**src/rtl/stream_mux2.sv**
```systemverilog
// Two-input packet-aware stream multiplexer with round-robin arbitration at
// packet granularity and a single registered output stage.
module stream_mux2 #(
  parameter int DATA_W = 8
) (
  input  logic              clk,
  input  logic              rst_n,
  input  logic              s0_valid,
  input  logic [DATA_W-1:0] s0_data,
  input  logic              s0_last,
  output logic              s0_ready,
  input  logic              s1_valid,
  input  logic [DATA_W-1:0] s1_data,
  input  logic              s1_last,
  output logic              s1_ready,
  output logic              m_valid,
  output logic [DATA_W-1:0] m_data,
  output logic              m_last,
  output logic              m_src,
  input  logic              m_ready,
  output logic [7:0]        pkt_cnt
);

  typedef enum logic [1:0] {IDLE, LOCK0, LOCK1} state_t;

  state_t            state_q, state_d;
  logic              prio_q, prio_d;
  logic              m_valid_q, m_valid_d;
  logic [DATA_W-1:0] m_data_q, m_data_d;
  logic              m_last_q, m_last_d;
  logic              m_src_q, m_src_d;
  logic [7:0]        pkt_cnt_q, pkt_cnt_d;

  logic              slot_free;
  logic              gnt0, gnt1;
  logic              in_xfer;
  logic              sel_last;
  logic [DATA_W-1:0] sel_data;

  assign slot_free = !m_valid_q || m_ready;

  // Grant depends only on state, priority and the two valids, never on last or data.
  always_comb begin
    gnt0 = 1'b0;
    gnt1 = 1'b0;
    case (state_q)
      IDLE: begin
        gnt0 = s0_valid && (!s1_valid || !prio_q);
        gnt1 = s1_valid && (!s0_valid || prio_q);
      end
      LOCK0:   gnt0 = 1'b1;
      LOCK1:   gnt1 = 1'b1;
      default: ;
    endcase
  end

  assign s0_ready = rst_n && gnt0 && slot_free;
  assign s1_ready = rst_n && gnt1 && slot_free;

  assign in_xfer  = (s0_valid && s0_ready) || (s1_valid && s1_ready);
  assign sel_last = gnt1 ? s1_last : s0_last;
  assign sel_data = gnt1 ? s1_data : s0_data;

  always_comb begin
    state_d = state_q;
    prio_d  = prio_q;
    if (in_xfer) begin
      case (state_q)
        IDLE: begin
          if (sel_last) prio_d = !gnt1;
          else          state_d = gnt1 ? LOCK1 : LOCK0;
        end
        LOCK0, LOCK1: begin
          if (sel_last) begin
            state_d = IDLE;
            prio_d  = !gnt1;
          end
        end
        default: state_d = IDLE;
      endcase
    end
  end

  always_comb begin
    m_valid_d = m_valid_q;
    m_data_d  = m_data_q;
    m_last_d  = m_last_q;
    m_src_d   = m_src_q;
    pkt_cnt_d = pkt_cnt_q;
    if (in_xfer) begin
      m_valid_d = 1'b1;
      m_data_d  = sel_data;
      m_last_d  = sel_last;
      m_src_d   = gnt1;
    end else if (slot_free) begin
      m_valid_d = 1'b0;
    end
    if (m_valid_q && m_ready && m_last_q) pkt_cnt_d = pkt_cnt_q + 8'd1;
  end

  always_ff @(posedge clk or negedge rst_n) begin
    if (!rst_n) begin
      state_q   <= IDLE;
      prio_q    <= 1'b0;
      m_valid_q <= 1'b0;
      m_data_q  <= '0;
      m_last_q  <= 1'b0;
      m_src_q   <= 1'b0;
      pkt_cnt_q <= 8'd0;
    end else begin
      state_q   <= state_d;
      prio_q    <= prio_d;
      m_valid_q <= m_valid_d;
      m_data_q  <= m_data_d;
      m_last_q  <= m_last_d;
      m_src_q   <= m_src_d;
      pkt_cnt_q <= pkt_cnt_d;
    end
  end

  assign m_valid = m_valid_q;
  assign m_data  = m_data_q;
  assign m_last  = m_last_q;
  assign m_src   = m_src_q;
  assign pkt_cnt = pkt_cnt_q;

endmodule

```
**config.mk**
```make
export PLATFORM = sky130hd
export DESIGN_NAME = stream_mux2
export DESIGN_NICKNAME = d
export VERILOG_FILES = /design/src/rtl/stream_mux2.sv
export SDC_FILE = /design/constraint.sdc
export NUM_CORES = 1
export LEC_CHECK = 0
export CORE_UTILIZATION = 43
export DETAILED_ROUTE_END_ITERATION = 7
export GPL_ROUTABILITY_DRIVEN = 0
export PLACE_DENSITY = 0.84
export SYNTH_ARGS = -nofsm -noshare
export SYNTH_HDL_FRONTEND = slang
export SYNTH_SLANG_ARGS = --single-unit
```
**constraint.sdc**
```tcl
create_clock -name clk -period 2.1 [get_ports clk]
set_input_delay 0.42 -clock clk [delete_from_list [all_inputs] [get_ports clk]]
set_output_delay 0.42 -clock clk [all_outputs]
set_load 0.02 [all_outputs]
```
# Yosys cells after proc, flatten, opt, wreduce, memory -nomap -nowiden

Index checks and enable logic that the tools add are counted.

Register bits: 22
Input port bits: 23
Output and inout port bits: 21
Word-level logic and storage cells: 47

$add $sub $neg: 1
Eq/ne operators: 4
Muxes and demuxes: 10
Reduce and logical (&&, ||, !) cells: 25

Operators with widths:

| operator                                            | number |
|---|---|
| logical AND 1 bit                                   | 10 |
| adder 8 x 1 -> 8 bit, second input constant         | 1 |
| 2-to-1 mux 8 bit                                    | 1 |
| 2-to-1 mux 2 bit                                    | 3 |
| AND reduction 3 bit                                 | 2 |
| logical NOT 1 bit                                   | 5 |
| logical OR 1 bit                                    | 4 |
| inequality test 2 bit, second input constant        | 2 |
| one-hot mux 1 bit (2 select lines)                  | 2 |
| one-hot mux 2 bit (2 select lines)                  | 1 |
| 2-to-1 mux 1 bit                                    | 3 |
| OR reduction 3 bit                                  | 1 |
| equality test 2 x 1 -> 1 bit, second input constant | 1 |
| equality test 2 bit, second input constant          | 1 |
| logical NOT 2 bit                                   | 1 |
| nonzero test 2 bit                                  | 1 |
| OR reduction 2 bit                                  | 1 |

# Depth between registers and ports, before layout

Gate-level depths: netlist of the first run.

Depth after elaboration: 9
Gate-level depth with buffers: 8
Depth with buffers taken out: 6

# Least setup slack after synthesis of the first run

No wires, ideal clock.

Path type: reg2out
Start: reg state_q[0]
End: out s1_ready
Data arrival time: 1.367 ns
Required time: 1.680 ns
Slack: 0.313 ns
Stages on the path, launching flop included: 7
Path buffers: 2
Cell sequence: dfrtp_1 inv_1 ha_1 buf_2 a31oi_4 buf_6 nor2_1

Longest elaborated chain between the ends: 4
Elaborated cells between the ends (all ways): 5
Classes of those cells: eq/ne (1); mux (1); reduce/logical (3)

Ends and longest elaborated chain:

| item                                                            | RTL line | RTL |
|---|---|---|
| start, declared                                                 | 26       | `state_t state_q, state_d;` |
| start signal, assigned                                          | 111      | `state_q <= state_d;` |
| equality test 2 bit / logical NOT 2 bit (equally long branches) | 46       | `case (state_q)` |
| one-hot mux 1 bit (2 select lines) *                            | 46       |  |
| logical AND 1 bit * (2 in a row)                                | 58       | `assign s1_ready = rst_n && gnt1 && slot_free;` |
| end, declared                                                   | 15       | `output logic s1_ready,` |

Every way passes the cells marked *; elsewhere a longest branch is shown, timed or not.

# Final worst setup path of the first run

Start: reg state_q[1]
End: out s0_ready

Longest elaborated chain between the ends: 4
Elaborated cells between the ends (all ways): 5
Classes of those cells: eq/ne (1); mux (1); reduce/logical (3)

Ends and longest elaborated chain:

| item                                                                     | RTL line | RTL |
|---|---|---|
| equality test 2 x 1 -> 1 bit / logical NOT 2 bit (equally long branches) | 46       |  |
| one-hot mux 1 bit (2 select lines) *                                     | 46       |  |
| logical AND 1 bit * (2 in a row)                                         | 57       | `assign s0_ready = rst_n && gnt0 && slot_free;` |
| end, declared                                                            | 11       | `output logic s0_ready,` |

Marks and branches as above.

==> results of run 1 <==
synth_stat cells (all sizes together):
cell type	instances
ha	5
nand3	6
nand4	1
nor3	1
buf	4
xnor2	4
nand2b	2
mux2i	9
a31oi	3
mux2	1
a22o	1
nor2b	1
a31o	1
nand4b	1
a21o	1
nor2	14
nand3b	2
o211ai	2
a21oi	11
inv	3
xor2	3
o21ai	2
and3	1
dfrtp	22
nand2	4
per-stage QoR:
step | total power, W | instances | utilization (%)
after floorplan | 0.0004421 | 105 | -
after global placement | 0.0005015 | 184 | 66.26
after detailed placement | 0.0005035 | 184 | 66.26
after CTS | 0.0006880 | 187 | 67.17
after global routing | 0.0007156 | 187 | 66.87
final | 0.0006812 | 187 | 66.87
critical path: stages (launching register included):
cell      delay (ps)
dfrtp_1          400
inv_1            110
ha_2             250
a31oi_1          100
nor2_1           140
clkbuf_2         190
worst max path at each step:
stage	from	to	slack (ps)
3_5_place_dp	m_ready	s0_ready	-210
5_1_grt	state_q[1]	s0_ready	80
4_1_cts	state_q[0]	s0_ready	20
2_1_floorplan	state_q[0]	s1_ready	310
3_3_place_gp	m_ready	s0_ready	-180
6_report	state_q[1]	s0_ready	180
cells by family after synthesis:
| logic type | after synthesis | synth area share, % |
|---|---|---|
| simple gates | 33 | 14.65 |
| mux | 10 | 8.990 |
| xor+xnor | 7 | 5.439 |
| flops | 22 | 48.83 |
| compound gates | 21 | 12.99 |
| buf+inv | 7 | 3.552 |
| fa+ha+maj | 5 | 5.549 |
final cells by class:
type / count / area [sq um] / area share (%)
sequential: 22 / 550.5 / 33.23
timing repair buffer: 53 / 495.5 / 29.91
tap: 30 / 37.54 / 2.266
clock buffer: 3 / 22.52 / 1.360
multi-input combinational: 76 / 539.3 / 32.55
inverter: 3 / 11.26 / 0.6798
power breakdown:
group / leakage, nW / switching [W] / total (W) / internal (W)
combinational: 0.499 / 0.0000243 / 0.0000714 / 0.0000472
clock: 0.0138 / 0.000119 / 0.000186 / 0.0000670
sequential: 0.297 / 0 / 0.000423 / 0.000423
total: 0.810 / 0.000144 / 0.000681 / 0.000538
timing repair:
action | in CTS | in global routing
gates resized for setup | 3 | 4
endpoints found under the setup margin | 2 | 2
endpoints found under the hold margin | 0 | 0
hold buffers | 0 | 0
flip-flops by register name, summed over array words and instances (netlist names):
signal / count
prio_q: 1
m_last: 1
m_data: 8
m_src: 1
pkt_cnt: 8
m_valid: 1
state_q: 2
routing by layer:
metal,GRT usage [%],wire (um),up-vias
met5,0,0,-
met4,6.579,13,0
met3,6.609,116,3
met2,36.88,1312,28
met1,22.16,1015,466
li1,-,-,473
==> run summary, run 1 <==
The total count of hold-check failures in the final report was 0. The number of iterations in the first detailed-routing pass is 3. The most common cell after layout, fill and taps aside is clkdlybuf4s50_1. The clock tree skew after final layout came out at 3.415 ps. The number of top-level pins is 44.

The initial antenna violation count came out at 0. By startpoint and endpoint, the worst setup path is classified as register to output pin. The headroom to the max-slew limit is 81.20%. The area growth from synthesis to layout is 46.95%. The smallest setup slack after layout is 182.4 ps. The diode insertion count for antenna repair came out at 0. Setup repair after global routing left no endpoint under its margin. After clock tree synthesis, the clock-pin slew on the worst setup and hold paths is 110 ps. The worst register-to-register path has a setup slack of 260 ps. The maximum clock insertion buffer count is 2. The clock period could shrink to 1918 ps. The per-cell routed wire length is 13.14 um.

Before CTS, the worst setup slack after placement is -209.7 ps. The number of vias per cell after detailed routing is 5.187. The worst register-to-register path ends at state_q[0]. After synthesis the cells add up to 1127 sq um.

The number of register bits inferred by synthesis came out at 22. The largest net degree at the start of global routing is 23. The required time of the critical path is 1680 ps. The total clock buffers created by CTS is 3.

The final-report max-slew violation count came out at 0. The total routing resource utilization after global routing is 20.45%. For this block, the initial DRC count from the detailed router was 10. STA classifies the critical path endpoint as an output pin. The starting density of the core came out at 45.51%. Summing over every cut layer, the via total after detailed routing is 970. From bottom edge to top edge, the die measures 53.20 um. The die is 53.20 um wide.

The placed standard-cell area came out at 1642 sq um. The average cell area after synthesis is 10.74 sq um. At the end of the flow, the number of nets in the layout was 187. TritonCTS built the clock tree. The highest attainable clock frequency is 521.5 MHz. The power density over the cells is 411.2 nW/um^2.

The total setup violations reported at the end of the flow is 0. The total of warnings raised by yosys is 0. The number of buffers inserted to repair setup after CTS came out at 0.

Across the VDD grid, the largest voltage drop is 0.5732 mV. The sequential area share after synthesis came out at 48.83%. The layout cell share with drive strength beyond 1 is 13.38%. In this run the core area contains 18 standard-cell rows. The fraction of the cycle the final worst path needs came out at 91.31%. By area the synthesized netlist is led by dfrtp_1 (49%), mux2i_1 (8.0%), ha_1 (5.5%). The worst register-to-register path begins at state_q[1]. After global routing the overflow that remains totals 0. The depth of the CTS H-tree is 1. The synthesized design spends more area on one cell type than any other, namely dfrtp_1.

The number of filler cells placed in the layout is 201. For the worst flop-to-flop path, the logic depth is 8. The via count of the first global-routing pass came out at 1031.

The area of the core is 2477 sq um. The wire length of the first global-routing pass came out at 4140 um. The top cell types in the final layout, fill and taps aside, are clkdlybuf4s50_1 (41), dfrtp_1 (22), nor2_1 (14). The die covers 2830 sq um. Input and output buffers added on the ports amount to 43. STA classifies the critical path startpoint as a register. The area share of the leading cell type in the synthesized netlist is 48.83%. The maximum fanout encountered on the critical timing path is 5. For the worst-skew pair, the clock arrives at the later sink with an insertion delay of 300 ps. Data on the critical path arrives at its endpoint at 1500 ps. When the netlist entered floorplanning its net count stood at 133. The tree is rooted in a clkbuf_4. The routed design has 2458 um of wire.

The unique cell type count in the Yosys netlist came out at 30. At the pin with the least slew margin, the transition time is 282.0 ps. The number of maximum-capacitance constraint violations came out at 0. The class of the tightest hold or removal check is input pin to async pin. The synthesized netlist cell count is 105. The final non-filler cell area came out at 1657 sq um. The final HPWL from detailed placement is 1944 um.

For this design the static power due to leakage is 0.8101 nW. The flow ran to the end, and the final reports show no timing, DRC or antenna violations. In the routed design, unresolved DRC markers number 0. The worst slack on hold paths is 486.3 ps. The clock net sink count came out at 22. Once detail routing completed, the nets flagged for antenna violations numbered 0. The post-route setup TNS is 0 ps.
No activity file was read; power rests on OpenSTA's default activity.
==> run 2: changes to the inputs <==
--- a/config.mk
+++ b/config.mk
@@ -8,6 +8,7 @@
 export CORE_UTILIZATION = 43
 export DETAILED_ROUTE_END_ITERATION = 7
 export GPL_ROUTABILITY_DRIVEN = 0
+export GPL_TIMING_DRIVEN = 0
 export PLACE_DENSITY = 0.84
 export SYNTH_ARGS = -nofsm -noshare
 export SYNTH_HDL_FRONTEND = slang
==> run 2 against run 1 <==
Net effect:
- critical path depth grew 2
- clock power barely moved
- core utilization decreased by 0.86 points
- sequential power is essentially flat
- global-route usage shrank 0.65 points
- register-to-register slack worse by 70 ps
- clock skew about the same
- first-iteration DRC count grew 110%
- routed wire length down 0.33%
- largest cell class unchanged
- highest routed layer unchanged
==> run summary, run 2 (synthesis results as in run 1) <==
The flow ran to the end, and the final reports show no timing, DRC or antenna violations. Entering global routing, the biggest net connects 24 pins. The worst setup path is launched from a register. The internal cell power came out at 0.0005307 W. After clock tree synthesis, the clock-pin slew on the worst setup and hold paths is 110 ps. The placed standard-cell area came out at 1595 sq um. The total leakage power came out at 0.8059 nW. For this block, the routed nets add up to 2450 um of wire. Leaving out fill and tap cells, the most frequent cell in the layout is clkdlybuf4s50_1. The critical path ends at s1_ready. The final-report max-slew violation count was 0.

On the final layout, the worst clock skew is 3.077 ps. The number of vias per cell after detailed routing is 5.162. Overall power consumption after layout is estimated at 0.0006694 W.

The fraction of power consumed by the clock network came out at 27.4%. The worst setup path is of the register to output pin kind. The number of iterations in the first detailed-routing pass came out at 4. The worst reg2reg path depth came out at 8. The power density over the cells is 409.3 nW/um^2. STA puts the critical path data required time at 1680 ps.

The maximum clock insertion buffer count came out at 2. The net switching fraction of the power came out at 20.73%. For the pin with the worst max-slew slack, the measured transition is 496.6 ps. The path class of the tightest hold or removal check is input pin to async pin. The wire-length estimate of the detail-placed layout is 1841 um. Once routing completed, OpenROAD measured the worst setup slack at 67.05 ps.

At the placement stage, the worst setup path has a slack of -1062 ps. After routing, the total negative slack on setup checks comes to 0 ps. At the later pin of the worst-skew pair, clock insertion delay measures 300 ps. The worst register-to-register path ends at state_q[0].

The root buffer cell is clkbuf_4. In the layout the commonest cells are clkdlybuf4s50_1 (40), dfrtp_1 (22), nor2_1 (14). In this run the number of H-tree levels came out at 1. The clock net sink count came out at 22. For this block, the initial DRC count from the detailed router was 21. Static timing analysis puts the maximum clock frequency at 491.9 MHz. In the routed design, unresolved DRC markers number 0. The headroom to the max-slew limit is 66.89%.

For met3 alone, demand over resource in global routing was 2.874%. The initial antenna violation count came out at 0. For this run, global-route usage on met1 was measured as 22.77%. The minimum setup slack among reg-to-reg paths came out at 190 ps. The final non-filler cell area is 1635 sq um. After global routing, the most crowded layer is met2. The area of the core came out at 2477 sq um. Setup repair after global routing left no endpoint under its margin. The maximum fanout encountered on the critical timing path is 8. The starting density of the core is 45.51%. The startpoint of the worst register-to-register path is state_q[0]. The total grt overflow came out at 0. The total setup violations reported at the end of the flow came out at 0. The number of filler cells placed in the layout came out at 193.

The most critical setup path has its startpoint at state_q[0]. In this run, flip-flops and latches consume 63.3% of the power. The total count of hold-check failures in the final report came out at 0. The switching power total came out at 0.0001387 W.

The height of the die came out at 53.20 um. The worst setup path is captured at an output pin. The detailed-route via count came out at 955.

The die width is 53.20 um. Input and output buffers added on the ports amount to 43. The area of the die is 2830 sq um. The diode insertion count for antenna repair is 0.

The total clock buffers created by CTS came out at 3. In this run, the combinational gates consume 9.4% of the power. The number of maximum-capacitance constraint violations is 0.

TritonCTS built the clock tree. The number of antenna-violating nets in the routed design is 0. The final net count came out at 185.

The per-cell routed wire length is 13.24 um. The worst voltage drop across the vdd grid is 0.3399 mV. The area growth from synthesis to layout is 45.06%.

The number of top-level pins is 44. Global routing used 19.79% of the available tracks across all layers. The wire length of the first global-routing pass came out at 4008 um.

The layout cell share with drive strength beyond 1 came out at 12.26%. The number of rows in the core area came out at 18. The via count of the first global-routing pass came out at 945.

The time the worst path needs with I/O delays and setup is 2033 ps. The met2 layer usage reported by global route came out at 36.46%. The data arrival at the endpoint of the critical path came out at 1610 ps. The fraction of the cycle the final worst path needs is 96.81%.
==> run 2: routing by layer <==
metal / part of all wire, % / vias to the layer above
li1: - / 467
met5: 0 / -
met3: 5.5 / 2
met1: 41 / 456
met2: 52 / 30
met4: 0.90 / 0
==> run 2: repair_timing <==
action                                  CTS  global route
hold endpoints to repair                  0             0
resized for setup                        12             1
hold buffers                              0             0
pin swaps                                 1             0
setup buffers                             4             0
endpoints found under the setup margin   15             1
==> run 2: area by class of cell <==
class | instances | area (sq um) | share of cell area [%]
sequential | 22 | 550.5 | 33.66
multi-input combinational | 76 | 536.8 | 32.82
timing repair buffer | 47 | 445.4 | 27.24
tap | 30 | 37.54 | 2.295
buffer | 4 | 31.28 | 1.913
clock buffer | 3 | 22.52 | 1.377
inverter | 3 | 11.26 | 0.6886
==> run 2: worst max-delay path: stages (launching register included) <==
cell     delay (ps)
dfrtp_1         360
inv_1            80
ha_1            200
buf_4           170
a31oi_4         200
buf_6           120
nor2_1           30
buf_2           150
==> run 2: through the flow <==
stage	util, %	hold WS, ps	std cells
finish	66.01	69.40	185
global route	66.01	100.7	185
CTS	66.21	81.53	185
detailed placement	64.39	470.9	178
global placement	64.39	459.6	178
floorplan	-	124.4	105
==> run 2: worst min-delay path by stage <==
stage	start	end	slack (ps)	cells past startpoint
floorplan	rst_n	m_data[0]	120	0
global placement	pkt_cnt[7]	pkt_cnt[7]	460	1
detailed placement	pkt_cnt[7]	pkt_cnt[7]	470	1
CTS	rst_n	pkt_cnt[6]	80	1
global route	rst_n	pkt_cnt[1]	100	1
finish	rst_n	pkt_cnt[1]	70	1
==> run 2: power by group through the flow <==
stage	registers, W	clock network (W)	logic [W]
final	0.000423	0.000183	0.0000629
after global routing	0.000424	0.000201	0.0000690
after CTS	0.000423	0.000193	0.0000639
after detailed placement	0.000432	0	0.0000646
after global placement	0.000432	0	0.0000634
after floorplan	0.000432	0	0.0000104
==> edit 1 (flow settings as in run 2) <==
Encoding of `state_t`: now one-hot (3 bits for 3 states).
--- a/src/rtl/stream_mux2.sv
+++ b/src/rtl/stream_mux2.sv
@@ -22,5 +22,5 @@
 );
 
-  typedef enum logic [1:0] {IDLE, LOCK0, LOCK1} state_t;
+  typedef enum logic [2:0] {IDLE = 3'b001, LOCK0 = 3'b010, LOCK1 = 3'b100} state_t;
 
   state_t            state_q, state_d;
Check against the original RTL: same outputs for any inputs over 10 cycles, from zero or initial values and one cycle with rst_n low; not proved beyond that.
==> edit 1 against run 2 <==
The run now ends with negative hold slack left. Largest cell class is now multi-input combinational cells. Non-clock buffer count grew 15. Sequential cell count grew 1. Worst setup slack lost 0.041 ns. Global-route usage grew 4.8 points. Synthesized area grew 23%. Wire length grew 67%. Register-to-register slack lost 0.08 ns. Final area grew 26%. Via count grew 51%. Worst hold slack lost 0.080 ns. Utilization grew 1.7 points. Count of clock-buffer cells in the layout is the same. Fmax shrank 2.0%.
Power is left out: it rests on default switching activity, and per cell area and clock period it moved more than threefold.
==> edit 1: results (changes against run 2) <==
| Metric | Value |
|---|---|
| Net Count, Synth | 161 (+21%) |
| Capturing point of the worst reg2reg path | m_data[7] |
| Critical path's slowest cell | dfstp_2 |
| Largest delay share family, worst path | flip-flops |
| Worst setup path endpoint | s0_ready |
| Worst-path clk slew | 0.13 ns (+0.02 ns) |
| Largest stage delay, worst path | 0.57 ns (+0.21 ns) |
| Violated checks | negative hold slack |
| Sequential-to-total area share from yosys stat | 41.5% (-7.4 points) |
| Post-Place Worst Slack | -1.27 ns (-0.204 ns) |
| Complex-gate fraction of the synthesized area | 34.7% (+22 points) |
| Multiplexer share of the synthesized area | 0.809% (-8.2 points) |
| XOR/XNOR share of the synthesized area | 4.41% (-1.0 points) |
| Crit share post-route | 98.7% (+1.9 points) |
| Top post-synthesis cells by area | dfrtp_1, a22oi_1, a22o_1, o211ai_1, o21a_1 |
| Worst Path Arrival | 1.65 ns (+0.04 ns) |
| DR iter-0 viols | 88 (+320%) |
| DR vias/cell | 6.03 (+17%) |
| Largest net degree at the start of global routing | 25 (+4.2%) |
| Largest fanout on the critical path | 5 (-3) |
| Post-CTS Setup Bufs | 3 (-1) |
| Number of buffers added on ports | 42 (-2.3%) |
| Top FF cell, synth | dfrtp_1 |
| Syn. warnings | 0 (unchanged) |
| Hold crit path type | input pin to asynchronous set/reset pin |
| Reg2reg path depth | 8 (unchanged) |
| CTS Hold Bufs | 0 (unchanged) |
| Root Buffer | clkbuf_4 |
| First drt pass iteration count | 4 (unchanged) |
| Worst reg2reg path startpoint | state_q[0] |
| Final count of hold timing violations | 12 (+12) |
| Gate Count Post-Synth | 137 (+30%) |
| Routed Antenna Nets | 0 (unchanged) |
| Outcome | complete, but fails checks |
| HPWL Detailed | 2750 um (+50%) |
| Placed cell area | 1870 um2 (+17%) |
| # resized after CTS | 26 (+14) |
| Finished Layout Cells | 239 (+29%) |
| Routed len/inst | 17.1 um (+29%) |
| Post-Synth Adder-Cell Area | 0.899% (-4.7 points) |
| Fraction of layout cells with a size suffix above 1 | 21.0% (+8.8 points) |
| Yosys cell types | 35 (+17%) |
| Initial antenna violation count | 0 (unchanged) |
| Gr usage total | 24.6% (+4.8 points) |
| Global-route wire length before repair | 6360 um (+59%) |
| Clock buffer depth | 2 (unchanged) |
| Synth cell count leaders | dfrtp_1, a22oi_1, o211ai_1 |
| CP Launch Point | state_q[0] |
| Worst-Skew Late Latency | 0.33 ns (+0.03 ns) |
| Fin nets | 220 (+19%) |
| Fin Hold WS | -0.0107 ns (-0.0801 ns) |
| R2R setup slack | 0.11 ns (-0.08 ns) |
| Final setup skew | 0.0134 ns (+0.0103 ns) |
| Ys async rst share | 100% (unchanged) |
| Depth of the CTS H-tree | 1 (unchanged) |
| Max_slew headroom | 62.1% (-4.8 points) |
==> edit 1: changes by cell type after synthesis, moves of 6 or more <==
| cell | before | now |
|---|---|---|
| a22o_1 | 1 | 10 |
| a21oi_1 | 9 | 3 |
| mux2i_1 | 9 | 0 |
| o21a_1 | 0 | 9 |
| clkbuf_1 | 0 | 6 |
| nor2_1 | 14 | 4 |
| a22oi_1 | 0 | 18 |
| o211ai_1 | 2 | 11 |
==> edit 1: cell type report <==
class / instances / area (um2)
Fill cell: 243 / 985
Buffer: 12 / 101
Multi-Input combinational cell: 98 / 773
Tap cell: 44 / 55.1
Clock buffer: 3 / 22.5
Timing Repair Buffer: 54 / 519
Inverter: 4 / 15.0
Sequential cell: 23 / 577
Clock inverter: 1 / 5.00
==> edit 1: metal layers <==
layer | routed length [um] | track usage (%) | vias to the layer above
li1 | - | - | 646
met1 | 1630 | 30.5 | 703
met2 | 2050 | 40.6 | 79
met3 | 292 | 5.49 | 14
met4 | 115 | 11.9 | 0
met5 | 0 | 0 | -
==> edit 2 (config.mk and constraints of run 2) <==
Without the edit above. Set the parameter `DATA_W` to 7 (it was 8).
--- a/src/rtl/stream_mux2.sv
+++ b/src/rtl/stream_mux2.sv
@@ -2,5 +2,5 @@
 // packet granularity and a single registered output stage.
 module stream_mux2 #(
-  parameter int DATA_W = 8
+  parameter int DATA_W = 7
 ) (
   input  logic              clk,
Ports: changed (resized m_data, s0_data and s1_data); port bits go from 44 to 41. The function was not compared with the original's and may differ.
==> edit 2 against run 2 <==
Power is 1.9% lower. Synthesized area is 1.8% lower. Via count is 2.4% higher. Wire length is 5.5% higher. Sequential cell count is 1 lower. Worst setup slack better by 0.014 ns. First-iteration DRC count is 43% lower. Sequential power is 4% lower. Final area is 1.5% lower. Clock power is 5% higher. Die area is 1.7% lower. Largest power group unchanged.
==> edit 2: results (changes against run 2) <==
| Metric | Value |
|---|---|
| Placed cell area | 1550 um2 (-3.1%) |
| Net Count, Synth | 128 (-3.8%) |
| Max Used Layer | met4 |
| HPWL Detailed | 1920 um (+4.2%) |
| ANT cells | 0 (unchanged) |
| Worst Path Arrival | 1.60 ns |
| Largest delay share family, worst path | buffers and inverters |
| Yosys cell types | 31 (+3.3%) |
| Met1 Routed Length | 1030 um (+1.6%) |
| Sequential-to-total area share from yosys stat | 47.5% (-1.4 points) |
| Outcome | finished clean |
| Clock buffer depth | 2 (unchanged) |
| Fillers | 197 (+2.1%) |
| Post-Place Worst Slack | -1.16 ns (-0.101 ns) |
| Syn. warnings | 0 (unchanged) |
| Worst-Skew Late Latency | 0.30 ns (about the same) |
| Slew @ Worst Pin | 0.284 ns (-0.212 ns) |
| Fin nets | 178 (-3.8%) |
| Max IR drop VDD | 0.341 mV (+0.39%) |
| Hold crit path type | input pin to asynchronous set/reset pin |
| Fraction of layout cells with a size suffix above 1 | 17.2% (+5.0 points) |
| Number of buffers added on ports | 40 (-7.0%) |
| Vias in the first global route | 1,015 (+7.4%) |
| Routed len/inst | 14.3 um (+7.8%) |
| Met3 routed WL | 157 um (+17%) |
| Top post-synthesis cells by area | dfrtp_1, mux2i_1, ha_1, nor2_1, xnor2_1 |
| Final setup skew | 0.00727 ns (+0.00419 ns) |
| Max reg flops | 8 |
| Num CTS Buffers | 3 (unchanged) |
| Root Buffer | clkbuf_4 |
| Largest net degree at the start of global routing | 23 (-4.2%) |
| Gr usage total | 22.5% (+2.7 points) |
| Largest fanout on the critical path | 3 (-5) |
| DR vias/cell | 5.40 (+4.7%) |
| Worst-path clk slew | 0.12 ns |
| Leakage | 0.787 nW (-2.4%) |
| First drt pass iteration count | 4 (unchanged) |
| Critical path's slowest cell | dfrtp_1 |
| DR iter-0 viols | 12 (-43%) |
| Initial antenna violation count | 0 (unchanged) |
| Synth cell count leaders | dfrtp_1, nor2_1, a21oi_1, mux2i_1, nand3_1 |
| Routed wl met2 | 1360 um (+6.7%) |
| Global-route wire length before repair | 4430 um (+11%) |
| Largest stage delay, worst path | 0.42 ns (+0.06 ns) |
| Ys async rst share | 100% (unchanged) |
[edit 2: cell count changes in the layout (fill, tap and decap cells not counted), sizes merged, moves of 2 or more]
| cell | change |
|---|---|
| clkdlybuf4s50 | -4 |
| nand3b | -2 |
| buf | +2 |
| a21oi | -3 |
| nand4 | +2 |
[edit 2: what timing repair did]
| item | CTS | global route |
|---|---|---|
| gates cloned | 0 | 0 |
| resized for setup | 13 | 7 |
| pin swaps | 1 | 1 |
| buffers inserted | 4 | 1 |
| endpoints found under the setup margin | 14 | 2 |
[edit 2: metrics by stage]
step           instances  utilization [%]
3_3_place_gp         172             62.9
4_1_cts              180             65.0
3_5_place_dp         172             62.9
6_report             181             65.6
5_1_grt              181             65.6
2_1_floorplan        102                -
[edit 2: final cells by class]
cell class | instances | area (um2) | area share (%)
Tap cell | 30 | 37.5 | 2.33
Timing Repair Buffer | 45 | 430 | 26.7
Sequential cell | 21 | 526 | 32.6
Inverter | 3 | 11.3 | 0.699
Multi-Input combinational cell | 73 | 539 | 33.5
Buffer | 5 | 40.0 | 2.49
Clock buffer | 4 | 26.3 | 1.63
[edit 2: power by group]
| part | switching, W | internal (W) | total [W] |
|---|---|---|---|
| Combinational | 0.0000227 | 0.0000370 | 0.0000598 |
| Sequential | 0 | 0.000404 | 0.000404 |
| Clock | 0.000119 | 0.0000740 | 0.000193 |
| Total | 0.000142 | 0.000515 | 0.000657 |
[edit 2: worst paths after layout]
kind	startpoint	endpoint	slack (ns)	depth (start not counted)
max in group asynchronous	rst_n	pkt_cnt[5]	1.84	1
max	state_q[0]	s0_ready	0.08	6
min reg2reg	pkt_cnt[7]	pkt_cnt[7]	0.48	1
min	rst_n	m_data[5]	0.01	1
min in group clk	pkt_cnt[7]	pkt_cnt[7]	0.48	1
max reg2reg	state_q[0]	state_q[0]	0.26	8
[edit 2: cell families (layout without fill, tap and decap cells)]
group	after synthesis	after routing	share of synthesized area, %
XOR/XNOR	7	7	5.54
adder cells (fa/ha/maj)	5	5	5.65
AND/OR/NAND/NOR	32	32	15.5
AO/OA/AOI/OAI	19	19	12.0
buffers and inverters	8	57	4.63
multiplexers	10	10	9.27
flip-flops	21	21	47.5
[edit 2: worst register-to-register path: cells and delay by family (launching register included)]
kind                       cells  cell delay, ns
AOI/OAI and AO/OA              3            0.48
DFF                            1            0.39
buffers and inverters          3            0.38
muxes                          1            0.31
adders and majority gates      1            0.20
[edit 2: per-layer routing]
layer  vias up  global-route usage (%)
met1       485                    24.3
met3         6                    5.22
li1        451                       -
met5         -                       0
met4         0                    10.5
met2        36                    40.7
